## src/rtl/tremolo_defs.sv

```systemverilog
// rtl/tremolo_defs.sv - shared widths and detector state encodings
package tremolo_defs;

  // Must track the tremolo effect's period register and audio sample widths.
  localparam int PERIOD_W = 25;
  localparam int AUDIO_W  = 24;

  typedef enum logic [1:0] {
    ST_SEEK = 2'd0,
    ST_ON   = 2'd1,
    ST_OFF  = 2'd2
  } det_state_t;

  function automatic logic [PERIOD_W-1:0] abs_diff(input logic [PERIOD_W-1:0] a,
                                                   input logic [PERIOD_W-1:0] b);
    return (a > b) ? (a - b) : (b - a);
  endfunction

endpackage

```

## src/rtl/zero_run_detect.sv

```systemverilog
// rtl/zero_run_detect.sv - flags a run of MIN_ZERO consecutive silent samples
module zero_run_detect
  import tremolo_defs::*;
#(
  parameter int MIN_ZERO = 64
) (
  input  logic               clk,
  input  logic               reset,
  input  logic [AUDIO_W-1:0] audio_in,
  output logic               run_done
);

  localparam int CW = $clog2(MIN_ZERO + 1);

  logic [CW-1:0] run_cnt;
  logic          is_zero;

  assign is_zero = (audio_in == '0);

  always_ff @(posedge clk) begin
    if (reset) begin
      run_cnt <= '0;
    end else if (!is_zero) begin
      run_cnt <= '0;
    end else if (run_cnt != CW'(MIN_ZERO)) begin
      run_cnt <= run_cnt + 1'b1;
    end
  end

  // run_cnt counts zeros before this sample, so the current zero completes the run.
  assign run_done = is_zero && (run_cnt >= CW'(MIN_ZERO - 1));

endmodule

```

## src/rtl/tremolo_rate_detect.sv

```systemverilog
// rtl/tremolo_rate_detect.sv - measures tremolo gating period from silent regions
module tremolo_rate_detect
  import tremolo_defs::*;
#(
  parameter int                  MIN_ZERO     = 64,
  parameter int                  TOL          = 16,
  parameter logic [PERIOD_W-1:0] INTERVAL_MAX = '1
) (
  input  logic                clk,
  input  logic                reset,
  input  logic [AUDIO_W-1:0]  audio_in,
  output logic [PERIOD_W-1:0] period_out,
  output logic                period_valid,
  output logic                locked,
  output logic                gated
);

  localparam logic [PERIOD_W-1:0] TOL_V = PERIOD_W'(TOL);

  det_state_t          state, state_nxt;
  logic [PERIOD_W-1:0] interval;
  logic                have_ref, have_prev;
  logic                run_done, on_edge, sat, timeout;

  zero_run_detect #(.MIN_ZERO(MIN_ZERO)) u_zero_run (
    .clk      (clk),
    .reset    (reset),
    .audio_in (audio_in),
    .run_done (run_done)
  );

  assign on_edge = (state == ST_OFF) && (audio_in != '0);
  assign sat     = (interval == INTERVAL_MAX);
  // A saturating count coinciding with an on-edge is a measurement, not a timeout.
  assign timeout = sat && !on_edge;
  assign gated   = (state == ST_OFF);

  always_comb begin
    state_nxt = state;
    if (run_done) begin
      state_nxt = ST_OFF;
    end else if (on_edge) begin
      state_nxt = ST_ON;
    end else if (timeout && state != ST_OFF) begin
      state_nxt = ST_SEEK;
    end
  end

  always_ff @(posedge clk) begin
    if (reset) begin
      state <= ST_SEEK;
    end else begin
      state <= state_nxt;
    end
  end

  always_ff @(posedge clk) begin
    if (reset) begin
      interval <= '0;
    end else if (on_edge) begin
      interval <= '0;
    end else if (!sat) begin
      interval <= interval + 1'b1;
    end
  end

  // have_prev gates the lock compare so a stale period_out never locks a fresh chain.
  always_ff @(posedge clk) begin
    if (reset) begin
      have_ref     <= 1'b0;
      have_prev    <= 1'b0;
      period_out   <= '0;
      period_valid <= 1'b0;
      locked       <= 1'b0;
    end else begin
      period_valid <= 1'b0;
      if (on_edge) begin
        have_ref <= 1'b1;
        if (have_ref) begin
          period_out   <= interval;
          period_valid <= 1'b1;
          have_prev    <= 1'b1;
          if (have_prev) begin
            locked <= (abs_diff(interval, period_out) <= TOL_V);
          end
        end
      end else if (timeout) begin
        have_ref  <= 1'b0;
        have_prev <= 1'b0;
        locked    <= 1'b0;
      end
    end
  end

endmodule

```

## config.mk

```make
export PLATFORM = sky130hd
export DESIGN_NAME = tremolo_rate_detect
export DESIGN_NICKNAME = d
export VERILOG_FILES = /design/src/rtl/tremolo_defs.sv /design/src/rtl/zero_run_detect.sv /design/src/rtl/tremolo_rate_detect.sv
export SDC_FILE = /design/constraint.sdc
export NUM_CORES = 1
export LEC_CHECK = 0
export CORE_MARGIN = 10
export CORE_UTILIZATION = 53
export CTS_CLUSTER_DIAMETER = 50
export DETAILED_ROUTE_END_ITERATION = 6
export GPL_ROUTABILITY_DRIVEN = 1
export GPL_TIMING_DRIVEN = 0
export PLACE_DENSITY = 0.77
export SLEW_MARGIN = 20
export SYNTH_ARGS = -nofsm -noshare
export SYNTH_HDL_FRONTEND = slang
export SYNTH_HIERARCHICAL = 1
export SYNTH_SLANG_ARGS = --single-unit
```

## constraint.sdc

```tcl
create_clock -name clk -period 3 [get_ports clk]
set_input_delay 0.6 -clock clk [delete_from_list [all_inputs] [get_ports clk]]
set_output_delay 0.6 -clock clk [all_outputs]
set_load 0.01 [all_outputs]
```

==> summary.md, run 1 <==
| Metric | Value |
|---|---|
| Clock root cell | clkbuf_8 |
| Period utilisation layout | 1.086 |
| Placeable Area | about 11000 µm² |
| Total Wirelength | between 20000 and 25000 µm |
| Reg2reg path depth | 13 |
| Post-synthesis async set-or-reset flop share | 0 |
| Antenna-violating nets left | 0 |
| Initial antenna violation count | 0 |
| Avg Inst Size Synth | 7.242 µm² |
| Mapped Nets | approximately 890 |
| Fin worst setup slack | -0.2584 ns |
| Hold Path Class | reg -> reg |
| Overall power | around 2.3 mW |
| Critical path required time | 3.30 ns |
| Post-synthesis cell area | 5844 µm² |
| Worst EP arrival | about 3.6 ns |
| First-pass iteration count of the detailed router | 5 |
| Final hold vios | 0 |
| Bufs on Longest Clock Path | 2 |
| Starting Density | 0.5391 |
| F_max | roughly 0.31 GHz |
| Largest net degree at the start of global routing | 12 |
| Worst-margin pin slew | around 0.61 ns |
| Post-synth EDFFs | 0 |
| Fin cells | between 1k and 1.5k |
| Congestion Overflow GR | 0 |
| Final net count | between 1k and 1.5k |
| Vias in the first global route | 6306 |
| Fin util | 0.7360 |
| P_leak | around 3.2 nW |
| Synth warnings | 6 |
| CTS sink count | 63 |
| Post-place setup slack | -0.7637 ns |
| Gpl congestion | between 0.9 and 1 |
| Routed WL per cell | 19.40 µm |
| RSZ-0062 raised after global routing | true |
| Commonest non-fill, non-tap cell in the layout | nand2_1 |
| Die height | 125.0 µm |
| Layout cell share with drive strength beyond 1 | 0.2628 |
| Setup slack, reg-to-reg | -0.26 ns |
| Die footprint | between 15000 and 20000 µm² |
| PD cells | approximately 290 nW/µm² |
| Status | complete, but fails checks |
| CTS tree | yes |
| Port bufs | 53 |
| Crit Path Class | reg -> reg |
| H-tree depth | 3 |
| Mapped Cells | between 800 and 900 |
| GRT Util Overall | 0.2391 |
| Reg clk slew, reported paths | about 0.070 ns |
| Most frequent cells in the layout | 95 x nand2_1, 71 x a21oi_1, 67 x buf_4, 66 x nor2_1, 58 x inv_1 |
| DR iter-0 viols | approximately 690 |
| First-pass GRT wire length | 31670 µm |
| Width of the die | ~130 µm |
| Placed cells | approximately 1.0k |
| Max_cap viols | 0 |
| Seq/Total Area, Yosys | 0.2158 |
| Library cells used by synthesis | 80 |
| Main flop type after synthesis | dfxtp_1 |
| Number of diodes | 0 |
| Synth Register Bits | 63 |
| I/O pins | 54 |
| Highest net fanout along the worst path | 6 |
| Routed vias/inst | between 6 and 7 |
| Drt drc | 0 |
| CTS Buf Count | 9 |
| RR Startpoint | interval[0] |
| Maximum vdd drop | 308.6 µV |
| Worst setup EP type | flip-flop |
| FF-to-FF End | locked |
| FP Rows | 38 |
| Min Clock Period, post-route | 3.258 ns |
| Clock Latency Late Sink | between 0.3 and 0.4 ns |
| Fin. max-slew vios | 0 |
| Vias | roughly 6.8k |
| Crit path from | interval[0] |
| Syn-to-layout area delta | 36.52% |
| Crit start category | flip-flop |
| Final setup viols | 1 |
| Crit path to | locked |
| Final clock skew | between 0.006 and 0.007 ns |
| Failing checks | negative setup slack |
| Max-Slew Margin vs Limit | 0.5902 |
| Post-detail-place hpwl | roughly 15000 µm |
[Yosys cell counts (8+ instances only)]
master,instances,share of area
o21ai_0,40,0.034
nor3_1,20,0.017
nor2_1,68,0.044
a21oi_1,82,0.070
dfxtp_1,63,0.22
and3_1,13,0.014
xor2_1,11,0.016
nand4_1,22,0.024
clkbuf_1,15,0.0096
a21o_1,20,0.026
nand3_1,20,0.017
nand2_1,101,0.065
inv_1,65,0.042
buf_2,13,0.011
xnor2_1,33,0.049
nor4_1,21,0.022
o21a_1,8,0.010
ha_1,52,0.11
[logic make-up after synthesis]
group	Yosys count	synth area share
and+or+nand+nor	316	0.2708
AOI/OAI and AO/OA	221	0.2449
buffers and inverters	102	0.07536
DFF	63	0.2158
adders and majority gates	52	0.1113
xor gates and xnor gates	44	0.06594
muxes	9	0.01584
[sequential cells by signal, summed over array words and instances, names as in the netlist]
name / flops
have_prev: 1
state: 2
u_zero_run/run_cnt: 7
interval: 25
have_ref: 1
period_out: 25
locked: 1
period_valid: 1
[critical path: stages (launching register included)]
cell	delay (ns)
dfxtp_2	0.42
inv_1	0.08
ha_1	0.19
nand2b_2	0.23
a211oi_4	0.30
o21ai_2	0.13
a311oi_2	0.42
mux2_2	0.40
o32ai_2	0.27
nand3_1	0.12
o211ai_1	0.11
o211a_1	0.19
o2111ai_2	0.19
nand2_1	0.13
[layout make-up]
cell class	count	area (µm²)
plain buffers	34	239.0
clock buffers	11	141.4
clock inverters	5	81.33
fillers	785	2861
inverters	65	244.0
multi-input cells	642	4703
flip-flops and latches	63	1338
well taps	140	175.2
repair buffers	120	1057
[how the worst min path moves through the flow]
stage,cells past startpoint,start,slack (ns),end
after detailed placement,2,have_prev,0.47,have_prev
after global placement,2,have_prev,0.46,have_prev
after floorplan,2,have_prev,0.45,have_prev
after CTS,2,period_out[4],0.48,period_out[4]
after global routing,2,period_out[4],0.50,period_out[4]
final,2,period_out[19],0.48,period_out[19]
[per-stage QoR]
| stage | setup TNS, ns | hold slack [ns] | instance area [µm²] |
|---|---|---|---|
| CTS | -0.08517 | 0.4785 | 7457 |
| detailed placement | -11.25 | 0.4708 | 6550 |
| floorplan | 0 | 0.4542 | 5844 |
| global placement | -9.691 | 0.4625 | 6550 |
| global route | -0.2925 | 0.4985 | 7979 |
| finish | -0.2584 | 0.4828 | 7979 |
[power by group]
| part | switching [mW] | leakage [nW] | internal [mW] |
|---|---|---|---|
| Sequential | 0.00907 | 0.530 | 0.830 |
| Combinational | 0.335 | 2.52 | 0.303 |
| Clock | 0.346 | 0.110 | 0.490 |
| Total | 0.691 | 3.16 | 1.62 |
[metal layers]
metal,routed length (µm),GRT usage,vias up
li1,-,-,3125
met1,8755,0.2969,3235
met2,9649,0.3894,396
met3,1643,0.04605,86
met4,907,0.1131,0
met5,0,0,-
[what timing repair did]
item                                    in CTS  in global routing
pin swaps                                   34                 36
cloned                                       0                  0
resized for setup                          126                 65
endpoints found under the setup margin      12                 28
buffers inserted                            30                 37
hold buffers                                 0                  0
(Power assumes the default switching activity.)
==> inputs of run 2 (changes only) <==
==> constraint.sdc (replaced) <==
create_clock -name clk -period 3 [get_ports clk]
set_input_delay 0.6 -clock clk [delete_from_list [all_inputs] [get_ports clk]]
set_output_delay 0.6 -clock clk [all_outputs]
set_load 0.005 [all_outputs]
==> results of run 2 <==
The final DEF is identical to that of run 1; final timing and power are the same.
